### config.mk
export PLATFORM = sky130hd
export DESIGN_NAME = sq_ctrl
export DESIGN_NICKNAME = d
export VERILOG_FILES = /design/src/rtl/sq_ctrl.sv
export SDC_FILE = /design/constraint.sdc
export NUM_CORES = 1
export LEC_CHECK = 0
export BUFFER_PORTS_ARGS = -buffer_cell sky130_fd_sc_hd__buf_2
export CORE_MARGIN = 2
export CORE_UTILIZATION = 25
export DETAILED_ROUTE_END_ITERATION = 8
export GPL_ROUTABILITY_DRIVEN = 0
export GPL_TIMING_DRIVEN = 0
export PLACE_DENSITY_LB_ADDON = 0.15
export SLEW_MARGIN = 20
export SYNTH_ARGS = -nofsm -noshare
export SYNTH_HDL_FRONTEND = slang
export SYNTH_SLANG_ARGS = --single-unit
### constraint.sdc
create_clock -name clock_i -period 4.95 [get_ports clock_i]
set_input_delay 0.495 -clock clock_i [delete_from_list [all_inputs] [get_ports clock_i]]
set_output_delay 0.495 -clock clock_i [all_outputs]
set_load 0.03 [all_outputs]
### src/rtl/sq_ctrl.sv
// Store-queue allocation/retirement controller: dual-slot dispatch allocation,
// in-order commit tracking, dcache write drain and flush of uncommitted entries.
module sq_ctrl #(
  parameter int SQ_SIZE = 8,
  parameter int IDX_W   = $clog2(SQ_SIZE)
) (
  input  logic               clock_i,
  input  logic               reset_i,
  input  logic               disp_st1_valid_i,
  input  logic               disp_st2_valid_i,
  input  logic [1:0]         rob_st_commit_cnt_i,
  input  logic               flush_i,
  input  logic [SQ_SIZE-1:0] entry_addr_ready_i,
  input  logic               mem_st_ack_i,
  output logic [SQ_SIZE-1:0] sq_alloc_sel1_o,
  output logic [SQ_SIZE-1:0] sq_alloc_sel2_o,
  output logic               sq_stall_o,
  output logic [SQ_SIZE-1:0] sq_clean_o,
  output logic               mem_st_req_o,
  output logic [IDX_W-1:0]   mem_st_idx_o,
  output logic [IDX_W-1:0]   sq_head_o,
  output logic [IDX_W-1:0]   sq_tail_o,
  output logic [IDX_W:0]     sq_count_o,
  output logic               sq_empty_o
);

  // state | meaning
  // IDLE  | no dcache write outstanding
  // REQ   | write of head entry requested, waiting for ack
  typedef enum logic {IDLE, REQ} wb_state_e;

  localparam int CNT_W = IDX_W + 1;

  wb_state_e            state_q;
  logic                 mem_st_req_q;
  logic [IDX_W-1:0]     mem_st_idx_q;
  logic [IDX_W-1:0]     head_q, head_d;
  logic [IDX_W-1:0]     tail_q, tail_d;
  logic [CNT_W-1:0]     count_q, count_d;
  logic [CNT_W-1:0]     committed_q, committed_d;
  logic [SQ_SIZE-1:0]   clean_q, clean_d;

  logic [1:0]           need;
  logic [CNT_W-1:0]     free_slots;
  logic                 stall;
  logic [CNT_W-1:0]     alloc_n;
  logic                 ack_fire;
  logic [CNT_W-1:0]     committed_sum;
  logic [IDX_W-1:0]     kill_start;
  logic [CNT_W-1:0]     kill_n;
  logic [SQ_SIZE-1:0]   flush_mask;
  logic [IDX_W-1:0]     tail_p1;

  assign need          = {1'b0, disp_st1_valid_i} + {1'b0, disp_st2_valid_i};
  assign free_slots    = CNT_W'(SQ_SIZE) - count_q;
  assign stall         = (CNT_W'(need) > free_slots) | flush_i;
  assign alloc_n       = stall ? '0 : CNT_W'(need);
  assign tail_p1       = tail_q + IDX_W'(1);
  assign ack_fire      = (state_q == REQ) & mem_st_ack_i;
  assign committed_sum = committed_q + CNT_W'(rob_st_commit_cnt_i);
  assign kill_start    = head_q + committed_sum[IDX_W-1:0];
  assign kill_n        = count_q - committed_sum;

  assign sq_alloc_sel1_o = (!stall && disp_st1_valid_i) ? (SQ_SIZE'(1) << tail_q) : '0;
  assign sq_alloc_sel2_o = (!stall && disp_st2_valid_i) ?
                           (SQ_SIZE'(1) << (disp_st1_valid_i ? tail_p1 : tail_q)) : '0;
  assign sq_stall_o      = stall;

  // Flushed entries are the occupied ones past the surviving committed prefix.
  always_comb begin
    flush_mask = '0;
    for (int i = 0; i < SQ_SIZE; i++) begin
      flush_mask[i] = ({1'b0, IDX_W'(IDX_W'(i) - kill_start)} < kill_n);
    end
  end

  always_comb begin
    head_d      = head_q;
    tail_d      = tail_q + alloc_n[IDX_W-1:0];
    count_d     = count_q + alloc_n;
    committed_d = committed_sum;
    clean_d     = '0;
    if (flush_i) begin
      tail_d  = kill_start;
      count_d = committed_sum;
      clean_d = flush_mask;
    end
    // Retirement stacks on top of either the normal or the flushed values.
    if (ack_fire) begin
      head_d      = head_q + IDX_W'(1);
      count_d     = count_d - CNT_W'(1);
      committed_d = committed_d - CNT_W'(1);
      clean_d     = clean_d | (SQ_SIZE'(1) << head_q);
    end
  end

  always_ff @(posedge clock_i) begin
    if (reset_i) begin
      head_q      <= '0;
      tail_q      <= '0;
      count_q     <= '0;
      committed_q <= '0;
      clean_q     <= '0;
    end else begin
      head_q      <= head_d;
      tail_q      <= tail_d;
      count_q     <= count_d;
      committed_q <= committed_d;
      clean_q     <= clean_d;
    end
  end

  always_ff @(posedge clock_i) begin
    if (reset_i) begin
      state_q      <= IDLE;
      mem_st_req_q <= 1'b0;
      mem_st_idx_q <= '0;
    end else begin
      case (state_q)
        IDLE: begin
          if ((committed_q != '0) && entry_addr_ready_i[head_q]) begin
            state_q      <= REQ;
            mem_st_req_q <= 1'b1;
            mem_st_idx_q <= head_q;
          end
        end
        REQ: begin
          if (mem_st_ack_i) begin
            state_q      <= IDLE;
            mem_st_req_q <= 1'b0;
          end
        end
        default: begin
          state_q      <= IDLE;
          mem_st_req_q <= 1'b0;
        end
      endcase
    end
  end

  assign sq_clean_o   = clean_q;
  assign mem_st_req_o = mem_st_req_q;
  assign mem_st_idx_o = mem_st_idx_q;
  assign sq_head_o    = head_q;
  assign sq_tail_o    = tail_q;
  assign sq_count_o   = count_q;
  assign sq_empty_o   = (count_q == '0);

endmodule

======== Word level (Yosys, flattened, before mapping) ========
Cells that the tools add are included.
cells by class
  add/sub/neg operators ................... 19
  $lt $le $gt $ge ......................... 10
  eq/ne operators ......................... 2
  shift operators ......................... 3
  multiplexer cells ....................... 18
  bitwise logic cells ..................... 4
  reductions and logical operators ........ 8
operator list
  cell                                                                          count
  3-bit by 4-bit less-than comparator with 1-bit output                         8
  8-bit two-way mux                                                             4
  1-bit by 3-bit << shifter with 8-bit output, first input constant             3
  4-bit two-way mux                                                             3
  3-bit subtractor, first input constant                                        4
  4-bit by 2-bit adder with 4-bit output                                        2
  8-bit bitwise OR                                                              1
  4-bit by 1-bit subtractor with 4-bit output, second input constant            2
  3-bit by 1-bit adder with 3-bit output, second input constant                 2
  3-bit two-way mux                                                             2
  1-bit by 3-bit subtractor with 3-bit output, first input constant             2
  2-bit by 3-bit subtractor with 3-bit output, first input constant             2
  1-bit two-way mux                                                             5
  2-bit by 4-bit > comparator with 1-bit output                                 1
  4-bit logical NOT                                                             1
  3-bit by 4-bit less-than comparator with 1-bit output, second input constant  1
  2-bit != test, second input constant                                          2
  1-bit one-hot mux with 2 select lines                                         2
  2-bit AND reduction                                                           2
  4-bit nonzero test                                                            1
  4-bit subtractor                                                              1
  4-bit subtractor, first input constant                                        1
  3-bit by 2-bit adder with 3-bit output                                        1
  3-bit adder                                                                   1
  8 further kinds                                                               10
word-level totals
  flip-flop bits (word level) ............. 27
  bits of input ports ..................... 16
  output and inout bits ................... 40
  logic and storage cells ................. 72

======== Longest topological paths before layout ========
Gate-level depths: netlist of the first run.
  word-level depth ........................ 8
  depth in mapped cells ................... 18
  depth with buffers taken out ............ 18

======== Worst setup path after synthesis of the first run ========
Ideal clock, no wire load.
  path kind ............................... flip-flop to flip-flop
  start point ............................. register count_q[1] (netlist: sq_count_o[1])
  end point ............................... register count_q[1] (netlist: sq_count_o[1])
  setup time .............................. 0.128 ns
  arrival time ............................ 3.503 ns
  data required time ...................... 4.822 ns
  setup slack ............................. 1.319 ns
  cell stages (with the launch flop) ...... 19
  buffers on the path ..................... 0
  period minus slack after synthesis ...... 3.631 ns
  cell sequence ........................... dfxtp_1 > inv_1 > ha_1 > inv_1 > ha_1 > nor2b_1 > o211a_1 > a21oi_1 > inv_1 > nor2_1 > ha_1 > inv_1 > fa_1 > nand2b_1 > nand2_1 > ha_1 > nor2_1 > a31oi_1 > nor2_1
between the ends
  longest elaborated chain between the ends .. 8
ends and longest elaborated chain
  element                                            line  text
  start, declared                                    39    logic [CNT_W-1:0] count_q, count_d;
  start signal, assigned                             107   count_q <= count_d;
  4-bit subtractor (*)                               55    assign free_slots = CNT_W'(SQ_SIZE) - count_q;
  2-bit by 4-bit > comparator with 1-bit output (*)  56    assign stall = (CNT_W'(need) > free_slots) | flush_i;
  1-bit bitwise OR (*)                               56
  net sq_stall_o                                     17    output logic sq_stall_o,
  2-bit two-way mux (*)                              57    assign alloc_n = stall ? '0 : CNT_W'(need);
  4-bit by 2-bit adder with 4-bit output (*)         80    count_d = count_q + alloc_n;
  4-bit two-way mux (*)                              83    if (flush_i) begin
  4-bit by 1-bit subtractor with 4-bit output        91    count_d = count_d - CNT_W'(1);
  4-bit two-way mux (*)                              89    if (ack_fire) begin
The timed path passes the listed nets; every way through them passes the cells marked *.
A chain may end at the register's enable or synchronous reset.

======== Final worst setup path of the first run ========
  start point ............................. register committed_q[0]
  end point ............................... register clean_q[3] (netlist: sq_clean_o[3])
between the ends
  longest elaborated chain between the ends .. 7
  elaborated cells between the ends (all ways) .. 8
  those cells by class .................... add/sub (4); order compare (1); mux (2); bitwise (1)
ends and longest elaborated chain
  element                                                    line  text
  start, declared                                            40    logic [CNT_W-1:0] committed_q, committed_d;
  start signal, assigned                                     108   committed_q <= committed_d;
  4-bit by 2-bit adder with 4-bit output (*)                 60    assign committed_sum = committed_q + CNT_W'(rob_st_commit_cnt_i);
  3-bit adder                                                61    assign kill_start = head_q + committed_sum[IDX_W-1:0];
  2-bit by 3-bit subtractor with 3-bit output                73    flush_mask[i] = ({1'b0, IDX_W'(IDX_W'(i) - kill_start)} < kill_n);
  3-bit by 4-bit less-than comparator with 1-bit output (*)  73
  8-bit two-way mux (*)                                      83
  8-bit bitwise OR                                           93    clean_d = clean_d | (SQ_SIZE'(1) << head_q);
  8-bit two-way mux (*)                                      89
  end signal, assigned                                       109   clean_q <= clean_d;
  end, declared                                              41    logic [SQ_SIZE-1:0] clean_q, clean_d;
Mark *: on every way between the ends. The rest lies on a longest branch, timed or not.

==> results of run 1 <==
worst min-delay path by stage:
stage               slack [ns]  cells past startpoint      endpoint
global placement          0.45                      2  mem_st_req_o
finish                    0.46                      2  mem_st_req_o
global route              0.50                      2  mem_st_req_o
floorplan                 0.58                      2  mem_st_req_o
detailed placement        0.45                      2  mem_st_req_o
CTS                       0.47                      2  mem_st_req_o
registers in the layout, summed over array words and instances (netlist names):
| register | cells |
|---|---|
| sq_count_o | 4 |
| sq_head_o | 3 |
| sq_clean_o | 8 |
| sq_tail_o | 3 |
| mem_st_req_o | 1 |
| mem_st_idx_o | 3 |
| state_q | 1 |
| committed_q | 4 |
per-stage QoR:
stage / hold WS [ns] / power [uW] / cells / util
after floorplan: 0.583 / 1690 / 312 / -
after global placement: 0.454 / 2060 / 507 / 0.295
after detailed placement: 0.449 / 2090 / 507 / 0.295
after CTS: 0.468 / 2240 / 511 / 0.300
after global routing: 0.504 / 2490 / 511 / 0.300
final: 0.464 / 2230 / 511 / 0.300
cell families after synthesis:
kind of cell             share of synthesized area
adder cells (fa/ha/maj)                      0.226
buffers and inverters                       0.0651
flip-flops                                   0.200
AND/OR/NAND/NOR                              0.198
multiplexers                                0.0393
XOR/XNOR                                    0.0734
AO/OA/AOI/OAI                                0.198
critical path, cell delays in order, from the launching register on:
cell,delay [ns]
dfxtp_1,0.34
ha_1,0.21
fa_1,0.42
xnor2_2,0.47
ha_1,0.37
xor2_1,0.59
ha_1,0.39
nor2b_1,0.14
a221oi_1,0.39
nor3_1,0.08
a2111oi_1,0.38
per-layer routing:
layer	share of wire	wire (microns)	vias to the layer above	GRT usage
li1	-	-	1232	-
met1	0.48	3370	1101	0.171
met2	0.47	3270	65	0.217
met3	0.047	332	2	0.0133
met4	0.0044	31	0	0.0266
met5	0	0	-	0
power by group through the flow:
stage,clock network (uW),logic (uW),registers [uW]
after floorplan,0,1260,429
after global placement,0,1720,340
after detailed placement,0,1750,340
after CTS,148,1760,336
after global routing,158,1990,345
final,141,1750,333
final cells by class:
class | instances | area (sq um) | share of cell area
Buffer | 13 | 75.1 | 0.0234
Sequential cell | 27 | 541 | 0.168
Clock buffer | 3 | 41.3 | 0.0129
Inverter | 27 | 101 | 0.0316
Clock inverter | 1 | 7.51 | 0.00234
Timing Repair Buffer | 55 | 275 | 0.0858
Multi-Input combinational cell | 245 | 1990 | 0.621
Tap cell | 140 | 175 | 0.0546
cells in the final DEF, fill, tap and decap left out, types with 3 or more instances in the layout:
master,instances
a2111oi_0,4
a2111oi_1,5
a2111oi_2,3
a211oi_1,8
a21oi_1,15
a221oi_1,3
a31oi_1,7
and2_1,4
and3_1,9
buf_2,58
clkbuf_1,5
clkbuf_8,3
dfxtp_1,27
fa_1,5
ha_1,41
inv_1,27
mux2i_1,5
nand2_1,13
nand2b_1,11
nor2_1,48
nor2b_1,3
nor3_1,8
o211ai_1,5
o2bb2ai_1,4
xnor2_1,7
xnor2_2,3
xor2_1,7
==> impl_results.md, run 1 <==
- Rows: 38
- Final Net Count: 434
- Die W: ~110 microns
- Net switching power: between 1000 and 1500 uW
- Tot GR Track Use: 0.126
- Status: finished clean
- Clk pwr share: 0.063
- DIE AREA: between 10,000 and 15,000 sq um
- Final setup violation count: 0
- Vias in the first global route: 2,416
- Crit path required time: 5.13 ns
- Int Pwr: between 1000 and 1500 uW
- Beginning of the worst register-to-register path: committed_q[0]
- Mapped Area: 2710 sq um
- Cell Area, Placed: around 3200 sq um
- DRT Wirelength: 7000 microns
- Top FF cell, synth: dfxtp_1
- Syn Nets: roughly 370
- Root buffer cell: clkbuf_8
- Cell variety after synth: 51
- Yosys reg bits: 27
- FF-to-FF End: sq_clean_o[3]
- Initial antenna violation count: 0
- Post-layout minimum cycle time: 3.88 ns
- Clock Sinks: 27
- Pre-CTS WS: 0.762 ns
- Drc violations: 0
- Worst hold path class: flip-flop to flip-flop
- Crit path max fanout: 8
- Top cells by count, synth: nor2_1, ha_1, dfxtp_1, inv_1, a21oi_1
- Synthesized netlist cell count: roughly 310
- Post-route ant nets: 0
- Warnings from Yosys: 0
- Worst-Skew Late Latency: 0.29 ns
- Fill cells: 1,183
- Diodes inserted: 0
- Sw frac: 0.533
- Post-synth ARST share: 0
- Peak Freq: roughly 0.26 GHz
- Worst setup EP type: flip-flop
- Clock buffer depth: 2
- Synth-to-layout area growth: 18.4%
- Mean post-synth cell area: 8.68 sq um
- Area contributors post-synth: dfxtp_1, ha_1, nor2_1
- Final WS setup: 1.07 ns
- I/O pin count: 56
- Relative slew slack: 0.535
- Initial Utilization: 0.253
- Via count: around 2,400
- Final instance area: 3210 sq um
- Final Cycle Share: 0.784
- CTS tree: yes
- Post-CTS sizing: 0
- Worst-path clk slew: 0.11 ns
- RSZ-0062 raised after global routing: false
- Initial drt markers: 97
- Fraction of layout cells with a size suffix above 1: 0.226
- CTS H-tree lvls: 1
- Grt ovf: 0
- Cell taking the most area after synthesis: dfxtp_1
- Part of the power in registers: 0.150
- DR WL/cell: 13.7 microns
- Power Dens Cells: 694 nW/um^2
- Lkg Pwr: around 0.0015 uW
- Setup TNS: 0 ns
- Setup CP Type: flip-flop to flip-flop
- Vias per cell: 4.70
- Max Clock Skew: approximately 0.0029 ns
- Worst-Margin Slew: between 0.6 and 0.7 ns
- Worst Min Path Start: mem_st_req_o
- Post-CTS Hold Buffers: 0
- CP endpoint: sq_clean_o[3]
- Post-CTS setup buffer count: 0
- DIE HEIGHT: 108 microns
- Part of the Yosys area used for sequential elements: 0.200
- Register-to-register setup slack: about 1.1 ns
- Comb power frac: 0.787
- Final HPWL DP: 5620 microns
- Post-synth EDFFs: 0
- Max Slew Vio Count: 0
- Max_cap viols: 0
- Maximum vdd drop: 0.251 mV
- Drt pass-1 iters: 4
- First-pass GRT wire length: 11,800 microns
- Core area: between 10,000 and 15,000 sq um
- Final hold viol count: 0
- Number of I/O port buffers: 55
- Worst reg-to-reg path cell count: 10
- Number of buffers created by CTS: 3
- Crit path DAT: 4.06 ns
- Yosys top cell area share: 0.200
- CP Launch Point: committed_q[0]
- Crit start category: flip-flop
- Pin count of the biggest net entering global routing: 17
- Most common cell in the synthesized netlist: nor2_1
(Power assumes the default switching activity.)
==> run 2, diff against run 1 <==
Clock period 4.95 ns to 3.4 ns, I/O delays scaled along.
==> impl_results.md, run 2 (synthesis gave the netlist of run 1 again) <==
- Crit path DAT: 3.45 ns (-0.61 ns)
- Power Dens Cells: 1090 nW/um^2 (+58%)
- DIE HEIGHT: 108 microns (unchanged)
- DIE AREA: 11,700 sq um (unchanged)
- Cell Chain, Critical Path: ha_4 > fa_2 > fa_2 > xor2_4 > xnor2_4 > xor2_1 > inv_1 > ha_1 > a21oi_1 > o2bb2ai_1 > a211oi_1 > a2111oi_1
- Via count: 2,444 (+1.8%)
- Drc violations: 0 (unchanged)
- Final Util: 0.334 (+0.0338)
- Most common cell after layout, fill and taps aside: buf_2
- Max reg flops: 8 (unchanged)
- Post-layout minimum cycle time: 3.28 ns (-0.605 ns)
- Maximum vdd drop: 0.383 mV (+52%)
- Pre-CTS WS: -0.419 ns (-1.18 ns)
- Initial Utilization: 0.253 (unchanged)
- Clock Sinks: 27 (unchanged)
- Relative slew slack: 0.594 (+0.0593)
- Worst-Skew Late Latency: 0.28 ns (about the same)
- Crit path max fanout: 4 (-4)
- Worst hold path class: input pin to flip-flop
- Worst Min Path Start: reset_i
- Peak Freq: 0.305 GHz (+18%)
- Final HPWL DP: 5580 microns (-0.81%)
- Fill cells: 1,133 (-4.2%)
- Number of I/O port buffers: 55 (unchanged)
- Non-filler instance count after layout: 528 (+3.3%)
- Crit path required time: 3.57 ns (-1.56 ns)
- DRT Wirelength: 7320 microns (+4.6%)
- CTS H-tree lvls: 1 (unchanged)
- Beginning of the worst register-to-register path: committed_q[0]
- Final WS setup: 0.124 ns (-0.945 ns)
- Tot GR Track Use: 0.129 (+0.00330)
- Post-Route Hold Slack: 0.338 ns (-0.126 ns)
- CP most frequent cell: fa_2
- I/O pin count: 56 (unchanged)
- Initial drt markers: 102 (+5.2%)
- Synth-to-layout area growth: 31.8%
- Max Slew Vio Count: 0 (unchanged)
- Fraction of layout cells with a size suffix above 1: 0.340 (+0.114)
- Vias in the first global route: 2,411 (-0.21%)
- Pin count of the biggest net entering global routing: 16 (-1)
- Initial antenna violation count: 0 (unchanged)
- Grt ovf: 0 (unchanged)
- Root buffer cell: clkbuf_8
- Post-route ant nets: 0 (unchanged)
- Diodes inserted: 0 (unchanged)
- Final Cycle Share: 0.964 (+0.179)
- Final setup violation count: 0 (unchanged)
- Number of buffers created by CTS: 3 (unchanged)
- CTS tree: yes
- Final Net Count: 451 (+3.9%)
- Die W: 108 microns (unchanged)
- Clock buffer depth: 2 (unchanged)
- Worst hold path depth: 3 (+1)
- Core area: 10,700 sq um (unchanged)
- Crit start category: flip-flop
- Worst-path clk slew: 0.11 ns (about the same)
- DR WL/cell: 13.9 microns (+1.2%)
- # placed instances: 507 (unchanged)
- Worst-Margin Slew: 0.608 ns (-0.0866 ns)
- Drt pass-1 iters: 5 (+1)
- Final hold viol count: 0 (unchanged)
- Setup CP Type: flip-flop to flip-flop
- Worst reg-to-reg path cell count: 12 (+2)
- Max Clock Skew: 0.00544 ns (+0.00254 ns)
- RSZ-0062 raised after global routing: true
- First-pass GRT wire length: 12,000 microns (+1.6%)
- Status: finished clean
- Power, Total: 3900 uW (+75%)
- Most frequent cells in the layout: buf_2, nor2_1, ha_1
- Lkg Pwr: 0.00159 uW (+6.8%)
- FF-to-FF End: sq_clean_o[6]
- Slowest Stage Delay on Critical Path: 0.47 ns (-0.12 ns)
- Rows: 38 (unchanged)
- Register-to-register setup slack: 0.12 ns (-0.94 ns)
- Max_cap viols: 0 (unchanged)
- Hold path endpoint: mem_st_idx_o[0]
- Worst path slowest cell: fa_2
- Vias per cell: 4.63 (-1.4%)
- Worst setup EP type: flip-flop
-- run 2: worst max-delay path by stage --
stage                                       from            end  slack [ns]
final                             committed_q[0]  sq_clean_o[6]        0.12
after CTS                         committed_q[0]  sq_clean_o[3]       0.009
after floorplan                    sq_count_o[0]  sq_count_o[1]        0.05
after detailed placement  rob_st_commit_cnt_i[0]  sq_clean_o[3]       -0.42
after global routing              committed_q[0]  sq_clean_o[6]       -0.05
after global placement    rob_st_commit_cnt_i[0]  sq_clean_o[6]       -0.47
-- run 2: layer usage --
metal,global-route usage,vias up,part of all wire
met4,0.0330,0,0.011
met1,0.172,1109,0.48
met3,0.0121,6,0.045
li1,-,1262,-
met2,0.224,67,0.46
met5,0,-,0
-- run 2: timing repair --
| item | CTS | global route |
|---|---|---|
| hold buffers | 0 | 0 |
| setup endpoints to repair | 11 | 11 |
| gates resized for setup | 12 | 28 |
| setup buffers | 8 | 10 |
| pin swaps | 11 | 14 |
-- run 2: worst max-delay path: cells and delay by family (launching register included) --
family	cells	cell delay, ns
fa+ha+maj	4	1.33
compound gates	4	0.75
flops	1	0.37
xor+xnor	3	0.65
buf+inv	1	0.07
-- run 2: final cells by class --
cell class | instances | area [sq um] | area share
multi-input cells | 245 | 2210 | 0.620
well taps | 140 | 175 | 0.0491
clock inverters | 1 | 5.00 | 0.00140
inverters | 27 | 105 | 0.0294
plain buffers | 13 | 75.1 | 0.0210
flip-flops and latches | 27 | 549 | 0.154
clock buffers | 3 | 41.3 | 0.0116
repair buffers | 72 | 407 | 0.114
-- run 2: per-stage QoR --
step / cell area, sq um / setup TNS [ns]
3_3_place_gp: 3170 / -3.24
2_1_floorplan: 2720 / 0
4_1_cts: 3350 / 0
6_report: 3570 / 0
5_1_grt: 3570 / -0.134
3_5_place_dp: 3170 / -2.95
-- run 2: power breakdown --
part	total (uW)	internal, uW	switching, uW
sequential	499	410	89.0
combinational	3210	1450	1760
clock	198	82.6	115
==> run 3, diff against run 2 <==
Settings changed: CTS_BUF_LIST set to sky130_fd_sc_hd__clkbuf_4.
==> impl_results.md, run 3 (synthesis gave the netlist of run 1 again) <==
- Drt pass-1 iters: 4 (-1)
- Setup CP Type: flip-flop to flip-flop
- Clock Sinks: 27 (unchanged)
- Final Util: 0.336 (+0.00257)
- Metal3 WL: 285 microns (-13%)
- Fraction of layout cells with a size suffix above 1: 0.352 (+0.0120)
- Final HPWL DP: 5580 microns (unchanged)
- DIE HEIGHT: 108 microns (unchanged)
- Max Clock Skew: 0.0124 ns (+0.00698 ns)
- Final setup violation count: 0 (unchanged)
- Die W: 108 microns (unchanged)
- Slowest Stage Delay on Critical Path: 0.47 ns (about the same)
- Relative slew slack: 0.603 (+0.00822)
- Core area: 10,700 sq um (unchanged)
- Final instance area: 3600 sq um (+0.77%)
- Worst path slowest cell: fa_2
- Comb power frac: 0.839 (+0.017)
- CTS tree: yes
- Max_cap viols: 0 (unchanged)
- Lkg Pwr: 0.00159 uW (+0.45%)
- Crit path DAT: 3.54 ns (+0.09 ns)
- Cell Chain, Critical Path: ha_4 > fa_2 > fa_2 > xor2_4 > xnor2_4 > buf_4 > xor2_2 > inv_1 > ha_1 > a21oi_2 > o2bb2ai_2 > nor2_1 > a2111oi_2
- Root buffer cell: clkbuf_4
- Vias per cell: 4.70 (+1.4%)
- Clk pwr share: 0.039 (-0.012)
- Tot GR Track Use: 0.129 (unchanged)
- Part of the power in registers: 0.121 (-0.007)
- Final Net Count: 452 (+0.22%)
- Worst setup EP type: flip-flop
- Cell Area, Placed: 3170 sq um (unchanged)
- Fill cells: 1,146 (+1.1%)
- Worst-Skew Late Latency: 0.35 ns (+0.07 ns)
- Maximum vdd drop: 0.323 mV (-15%)
- Post-route ant nets: 0 (unchanged)
- CP Launch Point: committed_q[0]
- Net switching power: 2060 uW (+4.9%)
- First-pass GRT wire length: 12,000 microns (unchanged)
- Int Pwr: 1980 uW (+2.3%)
- Most frequent cells in the layout: buf_2, nor2_1, ha_1
- Diodes inserted: 0 (unchanged)
- CTS H-tree lvls: 1 (unchanged)
- Most common cell after layout, fill and taps aside: buf_2
- I/O pin count: 56 (unchanged)
- Sw frac: 0.510 (+0.00625)
- Crit path max fanout: 3 (-1)
- Worst-Margin Slew: 0.596 ns (-0.0123 ns)
- Clock buffer depth: 2 (unchanged)
- Final hold viol count: 0 (unchanged)
- Post-layout minimum cycle time: 3.29 ns (+0.0124 ns)
- Worst-path clk slew: 0.18 ns (+0.07 ns)
- Status: finished clean
- Crit path required time: 3.66 ns (+0.09 ns)
- DR WL/cell: 14.3 microns (+3.3%)
- Synth-to-layout area growth: 32.8%
- Met2 WL post-DR: 3600 microns (+6.4%)
- Number of I/O port buffers: 55 (unchanged)
- Worst Min Path Start: reset_i
- Top cell family by delay on the critical path: adder cells
- Number of buffers created by CTS: 3 (unchanged)
- DIE AREA: 11,700 sq um (unchanged)
- Met1 WL: 3590 microns (+1.8%)
- Post-CTS Hold Buffers: 0 (unchanged)
- Power Dens Cells: 1120 nW/um^2 (+2.8%)
- Max Slew Vio Count: 0 (unchanged)
- Initial Utilization: 0.253 (unchanged)
- Pin count of the biggest net entering global routing: 16 (unchanged)
- Initial antenna violation count: 0 (unchanged)
- Final Cycle Share: 0.967 (+0.00364)
- Beginning of the worst register-to-register path: committed_q[0]
- Via count: 2,484 (+1.6%)
- Max reg flops: 8 (unchanged)
- Rows: 38 (unchanged)
- DR top layer: met4
- Grt ovf: 0 (unchanged)
- Crit start category: flip-flop
- Drc violations: 0 (unchanged)
- DRT Wirelength: 7580 microns (+3.5%)
- Vias in the first global route: 2,410 (-0.041%)
- Worst hold path class: input pin to flip-flop
- RSZ-0062 raised after global routing: true
- WP buf/inv: 2 (+1)
- Initial drt markers: 99 (-2.9%)
- CP most frequent cell: fa_2
- Peak Freq: 0.304 GHz (-0.38%)
run 3: changes by cell type in the layout (fill, tap and decap cells not counted), sizes merged:
cell  previous run  this run
buf             80        81
run 3: path summary, 6_finish.rpt:
| check | end | slack [ns] | cells after the start |
|---|---|---|---|
| hold reg to reg | mem_st_req_o | 0.47 | 2 |
| setup / recovery | sq_clean_o[6] | 0.11 | 13 |
| setup reg to reg | sq_clean_o[6] | 0.11 | 13 |
| hold / removal | mem_st_idx_o[0] | 0.25 | 3 |
run 3: worst min-delay path, delay by kind of cell:
family | cells | cell delay (ns)
buf+inv | 1 | 0.09
simple gates | 1 | 0.09
mux | 1 | 0.06
run 3: metrics by stage:
stage / total power (uW) / setup TNS [ns] / instances / setup WS, ns / hold WS (ns)
finish: 4040 / 0 / 529 / 0.112 / 0.253
global route: 4420 / -0.0999 / 529 / -0.0295 / 0.261
CTS: 3560 / 0 / 520 / 0.00879 / 0.249
detailed placement: 3030 / -2.95 / 507 / -0.419 / 0.457
global placement: 3000 / -3.24 / 507 / -0.466 / 0.450
floorplan: 2480 / 0 / 312 / 0.0491 / 0.522
run 3: power groups by stage:
stage,clock network (uW),registers (uW),logic (uW)
2_1_floorplan,0,627,1850
5_1_grt,177,505,3740
6_report,158,491,3400
4_1_cts,167,492,2900
3_5_place_dp,0,498,2530
3_3_place_gp,0,497,2510
run 3: area by class of cell:
class / instances / area, sq um / share of cell area
Buffer: 13 / 75.1 / 0.0209
Clock buffer: 3 / 22.5 / 0.00626
Clock inverter: 1 / 5.00 / 0.00139
Inverter: 27 / 108 / 0.0299
Multi-Input combinational cell: 245 / 2240 / 0.624
Sequential cell: 27 / 549 / 0.153
Tap cell: 140 / 175 / 0.0487
Timing Repair Buffer: 73 / 418 / 0.116
run 3: what timing repair did:
action | 4_1_cts | 5_1_grt
setup buffers | 9 | 9
gates resized for setup | 14 | 32
pin swaps | 11 | 15
endpoints found under the hold margin | 0 | 0
endpoints found under the setup margin | 11 | 11
run 3: layer usage:
layer / up-vias / GRT usage
li1: 1263 / -
met1: 1150 / 0.173
met2: 63 / 0.225
met3: 8 / 0.0102
met4: 0 / 0.0330
met5: - / 0
